--- config.mk ---
export PLATFORM = sky130hd
export DESIGN_NAME = fwft_stream_reader
export DESIGN_NICKNAME = d
export VERILOG_FILES = /design/src/rtl/fwft_stream_reader.sv
export SDC_FILE = /design/constraint.sdc
export NUM_CORES = 1
export LEC_CHECK = 0
export ABC_AREA = 1
export BUFFER_PORTS_ARGS = -buffer_cell sky130_fd_sc_hd__buf_4
export CAP_MARGIN = 15
export CORE_MARGIN = 1.5
export CORE_UTILIZATION = 58
export DETAILED_ROUTE_END_ITERATION = 8
export PLACE_DENSITY = 0.84
export SYNTH_ARGS = -nofsm -noshare
export SYNTH_HDL_FRONTEND = slang
export SYNTH_SLANG_ARGS = --single-unit
--- constraint.sdc ---
create_clock -name clk -period 3.3 [get_ports clk]
set_input_delay 0.495 -clock clk [delete_from_list [all_inputs] [get_ports clk]]
set_output_delay 0.495 -clock clk [all_outputs]
set_load 0.05 [all_outputs]
--- src/rtl/fwft_stream_reader.sv ---
// Read-side consumer for an FWFT async FIFO: pops head words and re-presents them
// as a valid/ready stream through a 2-entry skid buffer, with a wrapping pop counter.
module fwft_stream_reader #(
  parameter int DATA_WIDTH = 8,
  parameter int CNT_WIDTH  = 16
) (
  input  logic                  clk,
  input  logic                  rst_n,
  input  logic                  enable,
  input  logic                  flush,
  input  logic                  fifo_empty,
  input  logic [DATA_WIDTH-1:0] fifo_data,
  output logic                  fifo_rd_en,
  output logic                  m_valid,
  output logic [DATA_WIDTH-1:0] m_data,
  input  logic                  m_ready,
  output logic [1:0]            occupancy,
  output logic [CNT_WIDTH-1:0]  pop_count
);

  localparam logic [1:0] OCC_ZERO = 2'd0;
  localparam logic [1:0] OCC_ONE  = 2'd1;
  localparam logic [1:0] OCC_TWO  = 2'd2;

  logic [1:0]            occ_q,   occ_d;
  logic [DATA_WIDTH-1:0] slot0_q, slot0_d;
  logic [DATA_WIDTH-1:0] slot1_q, slot1_d;
  logic                  valid_q, valid_d;
  logic [CNT_WIDTH-1:0]  cnt_q,   cnt_d;
  logic                  pop_s;
  logic                  xfer_s;

  // Pop decision looks only at buffer room, never at m_ready.
  assign pop_s  = rst_n & enable & ~flush & ~fifo_empty & (occ_q != OCC_TWO);
  assign xfer_s = valid_q & m_ready;

  // Next-state for skid buffer slots, occupancy and pop counter.
  always_comb begin
    occ_d   = occ_q;
    slot0_d = slot0_q;
    slot1_d = slot1_q;
    cnt_d   = cnt_q;
    if (pop_s) begin
      cnt_d = cnt_q + {{(CNT_WIDTH-1){1'b0}}, 1'b1};
    end else begin
      cnt_d = cnt_q;
    end
    if (flush) begin
      occ_d = OCC_ZERO;
    end else begin
      case (occ_q)
        OCC_ZERO: begin
          if (pop_s) begin
            slot0_d = fifo_data;
            occ_d   = OCC_ONE;
          end else begin
            occ_d   = OCC_ZERO;
          end
        end
        OCC_ONE: begin
          if (pop_s && !xfer_s) begin
            slot1_d = fifo_data;
            occ_d   = OCC_TWO;
          end else if (pop_s && xfer_s) begin
            slot0_d = fifo_data;
            occ_d   = OCC_ONE;
          end else if (xfer_s) begin
            occ_d   = OCC_ZERO;
          end else begin
            occ_d   = OCC_ONE;
          end
        end
        OCC_TWO: begin
          if (xfer_s) begin
            slot0_d = slot1_q;
            occ_d   = OCC_ONE;
          end else begin
            occ_d   = OCC_TWO;
          end
        end
        default: begin
          occ_d = OCC_ZERO;
        end
      endcase
    end
    valid_d = (occ_d != OCC_ZERO);
  end

  // State registers; m_valid is registered alongside occupancy.
  always_ff @(posedge clk or negedge rst_n) begin
    if (!rst_n) begin
      occ_q   <= OCC_ZERO;
      slot0_q <= {DATA_WIDTH{1'b0}};
      slot1_q <= {DATA_WIDTH{1'b0}};
      valid_q <= 1'b0;
      cnt_q   <= {CNT_WIDTH{1'b0}};
    end else begin
      occ_q   <= occ_d;
      slot0_q <= slot0_d;
      slot1_q <= slot1_d;
      valid_q <= valid_d;
      cnt_q   <= cnt_d;
    end
  end

  assign fifo_rd_en = pop_s;
  assign m_valid    = valid_q;
  assign m_data     = slot0_q;
  assign occupancy  = occ_q;
  assign pop_count  = cnt_q;

endmodule

Word level (Yosys, flattened, before mapping):

Index checks and enable logic that the tools add are counted.
Widths: inputs -> output; s select.

* bitwise operators: 7
* add/subtract/negate cells: 1
* mux-type cells: 12
* equal/unequal tests: 7
* reductions and logical operators: 8

Operators by type and width (number)
* $mux 8: 4
* $pmux 8 s3: 1
* $add 16x1->16 const B: 1
* $ne 2x2->1 const B: 5
* $mux 2: 3
* $pmux 2 s3: 1
* $reduce_and 6->1: 1
* $and 1x1->1: 5
* $mux 1: 3
* $reduce_and 3->1: 1
* $reduce_bool 3->1: 1
* $eq 2x1->1 const B: 1
* $eq 2x2->1 const B: 1
* $logic_and 1x1->1: 2
* $logic_not 2->1: 1
* $not 1->1: 2
* $reduce_bool 2->1: 1
* $logic_not 1->1: 1

* logic and storage cells: 40
* output and inout bits: 28
* register bits: 35
* input port bits: 14

Depth between registers and ports, before layout:

Gate-level depths: netlist of run 1.

* word-level depth: 10
* depth in mapped cells: 13
* depth with buffers taken out: 12

Worst setup path before layout of run 1:

OpenSTA, ideal clock, no wires.

* path type: reg-to-reg
* from: register occ_q[0], in the netlist occupancy[0]
* to: register slot0_q[0], in the netlist m_data[0]
* cell stages (with the launch flop): 14
* path buffers: 1
* library setup time: 0.119 ns
* setup slack: 1.111 ns
* required time: 3.181 ns
* clock period less this slack: 2.189 ns
* arrival: 2.070 ns
* cells stage by stage: dfrtp_1 > inv_2 > nand2_4 > nand2_4 > nor2_8 > buf_6 > ha_1 > inv_1 > nand2_2 > nand2_2 > nor2_4 > nand2_4 > nand2_1 > nand2_1

* cells in the longest elaborated chain, start to end: 5
* elaborated cells between the ends (all ways): 14
* those cells by class: eq/ne: 7; mux: 1; bitwise: 1; reduce/logical: 5

RTL lines
* start: declaration: RTL line 25 `logic [1:0] occ_q, occ_d;`
* start signal: assignment: RTL line 92 `occ_q <= OCC_ZERO;`
* start signal: assignment: RTL line 98 `occ_q <= occ_d;`
* $ne 2x2->1 (*): RTL line 34 `assign pop_s = rst_n & enable & ~flush & ~fifo_empty & (occ_q != OCC_TWO);`
* $and 1x1->1 (*): RTL line 34
* via fifo_rd_en: RTL line 13 `output logic fifo_rd_en,`
* $logic_and 1x1->1 (on tied branches): RTL line 64, 61
* $ne 2x2->1 (no source line)
* $reduce_and 6->1 (no source line) (*)
* end signal: assignment: RTL line 93 `slot0_q <= {DATA_WIDTH{1'b0}};`
* end signal: assignment: RTL line 99 `slot0_q <= slot0_d;`
* end: declaration: RTL line 26 `logic [DATA_WIDTH-1:0] slot0_q, slot0_d;`

Mark *: on every way through the listed nets, which the timed path passes. The rest lies on a longest branch.
A chain may end at the register's enable or synchronous reset.

Worst setup path in the final report of run 1:

* from: register occ_q[1], in the netlist occupancy[1]
* to: output port fifo_rd_en

* cells in the longest elaborated chain, start to end: 2

RTL lines (RTL line)
* $ne 2x2->1: 34
* $and 1x1->1: 34
* end: declaration: 13

No other way between the ends.

==> run_results.csv, run 1 <==
group,metric,value,unit
worst_hold_path,hold_path_class,"in -> async",
clocking,numCtsBuffers,5,
synth,synth.yosys.warnings,0,
global_route,antenna_found_initial,0,
cells_and_area,stdcell_area,0.00231,mm2
global_route,overflow,0,
clocking,post_cts_buffers,0,
clocking,cts_max_path_buffers,2,
timing,slew_headroom,69.6,%
floorplanning,num_rows,20,
timing,worst_slew_pin_slew,0.456,ns
critical_path,critPathBufInv,1,
synth,ys_seq_elements,35,
clocking,cts-resized-gates,0,
synth,async_flop_share,100,%
route,drt-pass1-iter-count,4,
floorplanning,core_area,0.00308,mm2
placement,place_area,0.00226,mm2
synth,post-synth-top-area-fraction,45.9,%
timing,slew_viol_final,0,
cells_and_area,diodes,0,
clocking,root_buffer,"clkbuf_4",
synth,ys.flop_type,"dfrtp_1",
clocking,h-tree-depth,2,
global_route,grt_pass1_wl,6.54,mm
critical_path,critPathMaxStageDelay,0.48,ns
cells_and_area,final_nets,301,
cells_and_area,drive_gt1_share,23.5,%
synth,syn_avg_cell_area,8.02,um2
global_route,grt_pass1_vias,1591,
timing,period_share,64.5,%
synth,synth_cells,238,
power,powerDensity,523,mW/mm2
synth,netlist_area,0.00191,mm2
critical_path,crit_top_cell,"nand2_4",
critical_path,start_kind,"flop",
synth,synthTopCellsByCount,"nand2_1 (81), dfrtp_1 (35), inv_1 (28)",
synth,synth_area_leaders,"dfrtp_1 (46%), nand2_1 (16%), inv_1 (5.5%), nand3_1 (3.9%), nor2_1 (3.5%)",
synth,syn_nets,255,
timing,fin_skew,0.00674,ns
placement,port_buffers,41,
route,vias,1618,
cells_and_area,syn2layout_area_growth,20.9,%
placement,hpwlAfterDp,2.89,mm
floorplanning,die_x,60.4,um
clocking,cts_hold_buf,0,
floorplanning,dieArea,0.00364,mm2
critical_path,worstPathArrival,1.63,ns
route,antenna_left,0,
outcome,outcome,"finished clean",
timing,finalHoldViolCount,0,
floorplanning,io-pin-count,42,
timing,finalSetupTns,0,ns
floorplanning,dieHeight,60.4,um
critical_path,setup.worst_path.class,"reg -> out",
critical_path,cp.required,2.80,ns
route,wl_per_cell,11.6,um
clocking,path_clk_slew,0.11,ns
critical_path,path_cells,"nand2_4, nand2_4, nor2_8, buf_4",
power,power_leakage,0.00125,uW
synth,netlist.top_cell.by_area,"dfrtp_1",
clocking,cts_tree,"yes",
power,vdd_drop_max,0.000380,V
route,drt_wl_total,3.81,mm
clocking,clock_latency,0.34,ns
timing,fmax,470,MHz
timing,rsz0062_at_grt,"false",
global_route,grt_max_degree,37,
synth,synthDistinctLibCells,25,
critical_path,critPathSlowestCell,"dfrtp_1",
critical_path,cp_max_fo,18,
floorplanning,start_util,62.0,%
timing,period_needed,2.13,ns
synth,yosysMostFrequentCell,"nand2_1",
synth,synth-edff-count,0,
critical_path,critPathCaptureType,"output pin",
route,route.detailed.drc,0,
job,maxCapViolCount,0,
critical_path,critical-path-top-delay-family,"simple AND/OR/NAND/NOR gates",
route,drtIter0Drc,91,
synth,ys_seq_area_share,45.9,%
global_route,track_usage,24.4,%
clocking,cts_sinks,35,
route,viasPerCell,4.92,
placement,gp_congestion,0.882,
timing,setup_violations,0,
## worst paths after layout
| path | startpoint | endpoint | slack [ns] | cells after the start |
|---|---|---|---|---|
| hold / removal | rst_n | pop_count[2] | 0.22 | 2 |
| hold reg to reg | slot1_q[7] | slot1_q[7] | 0.50 | 2 |
| setup reg to reg | occupancy[1] | m_data[6] | 1.31 | 11 |
| max in group asynchronous | rst_n | slot1_q[5] | 2.75 | 2 |
| min in group clk | fifo_data[5] | slot1_q[5] | 0.42 | 3 |
| setup / recovery | occupancy[1] | fifo_rd_en | 1.17 | 4 |
## cell type report
type	count	area, um2
multi-input combinational	171	902
sequential	35	876
fill	252	771
timing repair buffer	42	315
inverter	29	109
tap	44	55.1
clock buffer	7	45.0
clock inverter	1	5.00
## registers in the layout (all words and copies together), names as in the netlist
register and count:
m_data 8, m_valid 1, occupancy 2, pop_count 16
slot1_q 8
## metal layers
metal | vias up | GRT usage, % | routed length, um
met5 | - | 0 | 0
met4 | 0 | 13.0 | 22
met3 | 2 | 5.12 | 157
met2 | 40 | 41.0 | 1950
met1 | 738 | 29.4 | 1680
li1 | 838 | - | -
## report_power, final
group | internal (uW) | switching [uW]
clock network | 83.0 | 142
logic | 128 | 302
registers | 490 | 60.9
## per-stage QoR
step	setup slack, ns	utilization, %	hold slack (ns)	cells	total power, uW
finish	1.17	75.0	0.219	329	1210
global route	1.07	75.0	0.229	329	1270
CTS	1.15	75.0	0.216	329	1220
detailed placement	1.21	73.3	0.475	321	993
global placement	1.30	73.3	0.467	321	984
floorplan	1.11	-	0.199	238	841
## layout by cell type (no fill, tap or decap), drive strengths merged
cell / count
a21oi: 8
buf: 42
clkbuf: 7
clkinv: 1
dfrtp: 35
ha: 3
inv: 29
nand2: 87
nand3: 17
nand3b: 1
nand4: 6
nor2: 26
nor3: 1
o21ai: 14
xnor2: 4
xor2: 4
## kinds of logic after synthesis
kind of cell    Yosys count  synth area share [%]
simple gates            138                  35.7
fa+ha+maj                 3                  1.97
flops                    35                  45.9
xor+xnor                  8                  3.67
compound gates           22                  5.97
buf+inv                  32                  6.82
No activity file was read; power rests on OpenSTA's default activity.
==> inputs of run 2 (changes only) <==
--- a/config.mk
+++ b/config.mk
@@ -9,9 +9,9 @@
 export BUFFER_PORTS_ARGS = -buffer_cell sky130_fd_sc_hd__buf_4
 export CAP_MARGIN = 15
 export CORE_MARGIN = 1.5
-export CORE_UTILIZATION = 58
+export CORE_UTILIZATION = 54
 export DETAILED_ROUTE_END_ITERATION = 8
-export PLACE_DENSITY = 0.84
+export PLACE_DENSITY = 0.79
 export SYNTH_ARGS = -nofsm -noshare
 export SYNTH_HDL_FRONTEND = slang
 export SYNTH_SLANG_ARGS = --single-unit
==> constraint.sdc (replaced) <==
create_clock -name clk -period 2 [get_ports clk]
set_input_delay 0.3 -clock clk [delete_from_list [all_inputs] [get_ports clk]]
set_output_delay 0.3 -clock clk [all_outputs]
set_load 0.05 [all_outputs]
==> run_results.csv, run 2 (same netlist as run 1, synthesis figures left out) <==
group,metric,value,unit
clocking,post_cts_buffers,0,
job,maxCapViolCount,0,
route,route.detailed.drc,0,
global_route,gr-usage-met3,6.13,%
power,sw_frac_of_total,41.9,%
critical_path,r2r_cells,11,
critical_path,worstSetupStartpoint,"occupancy[1]",
timing,period_needed,1.89,ns
clocking,cts_max_path_buffers,2,
timing,finalSetupTns,0,ns
critical_path,path_cells,"nand2_8, nand2_4, nor2_8, buf_6, buf_4",
global_route,grt_pass1_vias,1517,
route,vias,1615,
global_route,track_usage,22.5,%
timing,setup_violations,0,
route,viasPerCell,4.86,
route,antenna_left,0,
cells_and_area,largest_register_ffs,16,
global_route,antenna_found_initial,0,
global_route,use_met1,27.1,%
critical_path,cp.required,1.70,ns
cells_and_area,syn2layout_area_growth,23.1,%
critical_path,setup.worst_path.class,"reg -> out",
outcome,outcome,"finished clean",
critical_path,r2r_end,"m_data[3]",
timing,fin_skew,0.00944,ns
floorplanning,dieArea,0.00390,mm2
cells_and_area,regArea,878,um2
critical_path,worstPathArrival,1.59,ns
clocking,cts_hold_buf,0,
floorplanning,num_rows,21,
placement,gp_congestion,0.854,
cells_and_area,final_common_cell,"nand2_1",
clocking,cts_tree,"yes",
clocking,numCtsBuffers,5,
power,power_leakage,0.00126,uW
cells_and_area,multi_input_comb_area,911,um2
placement,hpwlAfterDp,2.90,mm
cells_and_area,drive_gt1_share,25.2,%
timing,worst_slew_pin_slew,0.433,ns
critical_path,critPathCaptureType,"output pin",
power,fin_total_pwr,2050,uW
critical_path,crit_end,"fifo_rd_en",
critical_path,critPathMaxStageDelay,0.50,ns
cells_and_area,diodes,0,
power,switching_power,860,uW
placement,port_buffers,41,
timing,rsz0062_at_grt,"false",
power,powerDensity,874,mW/mm2
clocking,path_clk_slew,0.12,ns
timing,finalHoldViolCount,0,
cells_and_area,postLayoutCoreUtil,69.9,%
critical_path,start_kind,"flop",
power,power.internal,1190,uW
critical_path,r2r_slack,0.24,ns
route,wl_per_cell,11.7,um
worst_hold_path,hold_path_class,"in -> async",
cells_and_area,fillerInstances,277,
global_route,grt.met2_usage,37.8,%
floorplanning,die_x,62.4,um
cells_and_area,layout_common_cells,"nand2_1 (81), buf_4 (42), dfrtp_1 (33)",
cells_and_area,final_nets,302,
power,p_seq_share,44.4,%
route,drtIter0Drc,69,
clocking,root_buffer,"clkbuf_4",
global_route,grt_max_degree,36,
global_route,grt_pass1_wl,6.79,mm
power,p_comb_share,34.5,%
clocking,clock_latency,0.35,ns
timing,period_share,94.3,%
floorplanning,dieHeight,62.4,um
timing,slew_headroom,71.1,%
clocking,cts_sinks,35,
critical_path,r2r_start,"occupancy[0]",
clocking,h-tree-depth,2,
floorplanning,core_area,0.00336,mm2
route,drt-pass1-iter-count,7,
global_route,top_usage_layer,"met2",
global_route,overflow,0,
floorplanning,start_util,56.7,%
critical_path,critPathSlowestCell,"dfrtp_2",
power,vdd_drop_max,0.000606,V
power,clkPwrFrac,21.0,%
floorplanning,io-pin-count,42,
critical_path,cp_max_fo,16,
timing,fmax,530,MHz
timing,slew_viol_final,0,
route,drt_wl_total,3.88,mm
run 2: cell type report:
type,count,area share [%]
Inverter,29,4.63
Clock buffer,6,2.18
Multi-Input combinational cell,171,38.8
Timing Repair Buffer,43,13.9
Tap cell,46,2.45
Sequential cell,35,37.4
Clock inverter,2,0.692
run 2: how the worst min path moves through the flow:
stage	from	end	slack, ns	cells past startpoint
2_1_floorplan	rst_n	m_data[0]	0.004	0
3_3_place_gp	rst_n	pop_count[15]	0.43	2
3_5_place_dp	rst_n	pop_count[15]	0.44	2
4_1_cts	rst_n	pop_count[5]	0.03	2
5_1_grt	rst_n	m_data[4]	0.04	2
6_report	rst_n	m_data[7]	0.03	2
run 2: power by group through the flow:
stage                     combinational, uW  sequential, uW  clock, uW
after global routing                    752             923        489
after floorplan                         156            1230          0
final                                   709             912        432
after CTS                               714             911        452
after global placement                  703             922          0
after detailed placement                713             922          0
run 2: routing by layer:
layer / part of all wire, % / wire length [um]
met3: 4.3 / 165
met1: 46 / 1780
met2: 47 / 1830
met4: 2.7 / 105
met5: 0 / 0
run 2: repair_timing:
| action | CTS | global route |
|---|---|---|
| endpoints found under the hold margin | 0 | 0 |
| gates resized for setup | 0 | 2 |
| setup endpoints to repair | 0 | 1 |
run 2: stage by stage:
step | worst slack (ns) | instance area (um2) | cells | hold slack [ns]
CTS | 0.00837 | 2340 | 332 | 0.0334
global route | 0.0347 | 2350 | 332 | 0.0435
detailed placement | 0.225 | 2270 | 324 | 0.438
global placement | 0.314 | 2270 | 324 | 0.432
finish | 0.115 | 2350 | 332 | 0.0294
floorplan | 0.00760 | 1910 | 238 | 0.00441
run 2: worst max-delay path: cells and delay by family (launching register included):
family,cells,cell delay [ns]
buffers and inverters,2,0.41
flip-flops,1,0.50
AND/OR/NAND/NOR,3,0.33
==> inputs of run 3 (changes only) <==
--- a/config.mk
+++ b/config.mk
@@ -9,9 +9,9 @@
 export BUFFER_PORTS_ARGS = -buffer_cell sky130_fd_sc_hd__buf_4
 export CAP_MARGIN = 15
 export CORE_MARGIN = 1.5
-export CORE_UTILIZATION = 54
+export CORE_UTILIZATION = 48
 export DETAILED_ROUTE_END_ITERATION = 8
-export PLACE_DENSITY = 0.79
+export PLACE_DENSITY = 0.75
 export SYNTH_ARGS = -nofsm -noshare
 export SYNTH_HDL_FRONTEND = slang
 export SYNTH_SLANG_ARGS = --single-unit
==> constraint.sdc (replaced) <==
create_clock -name clk -period 1.65 [get_ports clk]
set_input_delay 0.2475 -clock clk [delete_from_list [all_inputs] [get_ports clk]]
set_output_delay 0.2475 -clock clk [all_outputs]
set_load 0.05 [all_outputs]
==> run_results.csv, run 3 (same netlist as run 1, synthesis figures left out) <==
group,metric,value,unit
cells_and_area,postLayoutCoreUtil,65.6,%
clocking,numCtsBuffers,5,
cells_and_area,drive_gt1_share,28.0,%
placement,port_buffers,41,
clocking,cts_tree,"yes",
cells_and_area,final_common_cell,"nand2_1",
critical_path,critPathMaxStageDelay,0.45,ns
critical_path,crit_top_cell,"nand2_4",
route,drt-pass1-iter-count,4,
cells_and_area,largest_register_ffs,16,
job,maxCapViolCount,0,
route,viasPerCell,4.84,
route,vias,1649,
timing,rsz0062_at_grt,"true",
cells_and_area,final_nets,309,
critical_path,critPathCaptureType,"output pin",
global_route,grt_max_degree,36,
worst_hold_path,hold_path_class,"in -> async",
critical_path,critPathSlowestCell,"dfrtp_2",
power,p_seq_share,41.7,%
timing,setup_violations,0,
critical_path,cp_max_fo,16,
critical_path,path_cells,"nand2_4, nand2_4, nor2_8, buf_8, buf_6",
cells_and_area,fillerInstances,338,
power,sw_frac_of_total,38.4,%
outcome,outcome,"finished clean",
floorplanning,die_x,66.1,um
power,switching_power,1020,uW
cells_and_area,stdcell_area,0.00246,mm2
floorplanning,io-pin-count,42,
critical_path,r2r_slack,0.08,ns
cells_and_area,syn2layout_area_growth,28.7,%
floorplanning,start_util,51.0,%
critical_path,r2r_cells,11,
floorplanning,dieHeight,66.1,um
floorplanning,core_area,0.00374,mm2
timing,worst_slew_pin_slew,0.433,ns
global_route,overflow,0,
clocking,cts_max_path_buffers,2,
cells_and_area,instances_no_fill,341,
route,antenna_left,0,
placement,hpwlAfterDp,2.92,mm
timing,period_needed,1.61,ns
power,power.internal,1630,uW
route,route.detailed.drc,0,
floorplanning,dieArea,0.00436,mm2
global_route,grt_pass1_vias,1507,
global_route,grt_pass1_wl,6.57,mm
clocking,cts_hold_buf,0,
global_route,track_usage,20.3,%
cells_and_area,layout_common_cells,"nand2_1 (81), buf_4 (48), dfrtp_1 (31)",
cells_and_area,multi_input_comb_area,917,um2
critical_path,cp.required,1.40,ns
timing,finalHoldViolCount,0,
power,vdd_drop_max,0.000869,V
timing,whs,0.0465,ns
route,wl_per_cell,11.5,um
route,drt_wl_total,3.92,mm
power,fin_total_pwr,2650,uW
global_route,antenna_found_initial,0,
power,power_leakage,0.00130,uW
power,p_comb_share,32.9,%
clocking,cts_sinks,35,
clocking,root_buffer,"clkbuf_8",
cells_and_area,diodes,0,
cells_and_area,regArea,881,um2
clocking,path_clk_slew,0.07,ns
timing,fin_skew,0.00746,ns
timing,slew_headroom,71.1,%
clocking,clock_latency,0.29,ns
placement,gp_congestion,0.824,
clocking,h-tree-depth,2,
critical_path,critical-path-top-delay-family,"flip-flops",
power,clkPwrFrac,25.4,%
critical_path,setup.worst_path.class,"reg -> out",
critical_path,critPathBufInv,2,
timing,period_share,97.6,%
critical_path,start_kind,"flop",
placement,place_inst,328,
floorplanning,num_rows,22,
route,drtIter0Drc,97,
critical_path,r2r_start,"occupancy[1]",
critical_path,worstPathArrival,1.36,ns
power,powerDensity,1080,mW/mm2
placement,place_area,0.00231,mm2
timing,slew_viol_final,0,
timing,fmax,621,MHz
critical_path,r2r_end,"m_data[6]",
-- run 3: cell types whose count changed in the layout (fill, tap and decap cells not counted), sizes merged --
| cell | change |
|---|---|
| clkinvlp | -1 |
| clkbuf | +2 |
| buf | +7 |
| clkinv | -1 |
-- run 3: worst max path at each step --
stage | depth (start not counted) | start | to
finish | 5 | occupancy[1] | fifo_rd_en
global route | 10 | occupancy[1] | m_data[3]
CTS | 5 | occupancy[1] | fifo_rd_en
detailed placement | 11 | occupancy[0] | m_data[7]
global placement | 12 | flush | m_data[1]
floorplan | 13 | occupancy[0] | m_data[0]
-- run 3: area by class of cell --
cell class / count / area share, %
inverters: 29 / 4.53
multi-input cells: 171 / 37.3
repair buffers: 50 / 15.7
flip-flops and latches: 35 / 35.9
well taps: 48 / 2.45
clock buffers: 8 / 4.08
-- run 3: power groups by stage --
stage | clock network, uW | logic, uW | registers, uW
after detailed placement | 0 | 872 | 1120
final | 672 | 873 | 1110
after global routing | 730 | 933 | 1120
after global placement | 0 | 858 | 1120
after floorplan | 0 | 190 | 1500
after CTS | 690 | 873 | 1100
-- run 3: repair_timing --
action	4_1_cts	5_1_grt
endpoints found under the setup margin	1	11
pin swaps	0	1
resized for setup	2	1
setup buffers	0	5
-- run 3: worst register-to-register path: cells and delay by family, from the launching register on --
family / cells / cell delay (ns)
and+or+nand+nor: 8 / 0.73
DFF: 1 / 0.45
adders and majority gates: 1 / 0.13
buffers and inverters: 2 / 0.19
-- run 3: layer usage --
layer	wire, um	vias up	global-route usage (%)
met3	207	9	5.79
met4	94	0	10.2
li1	-	855	-
met1	1920	746	27.3
met2	1700	39	30.1
met5	0	-	0
-- run 3: through the flow --
step	TNS (ns)	worst slack, ns
after floorplan	-3.50	-0.243
after global placement	0	0.135
after detailed placement	0	0.0763
after CTS	0	0.00141
after global routing	-0.0955	-0.0196
final	0	0.0398
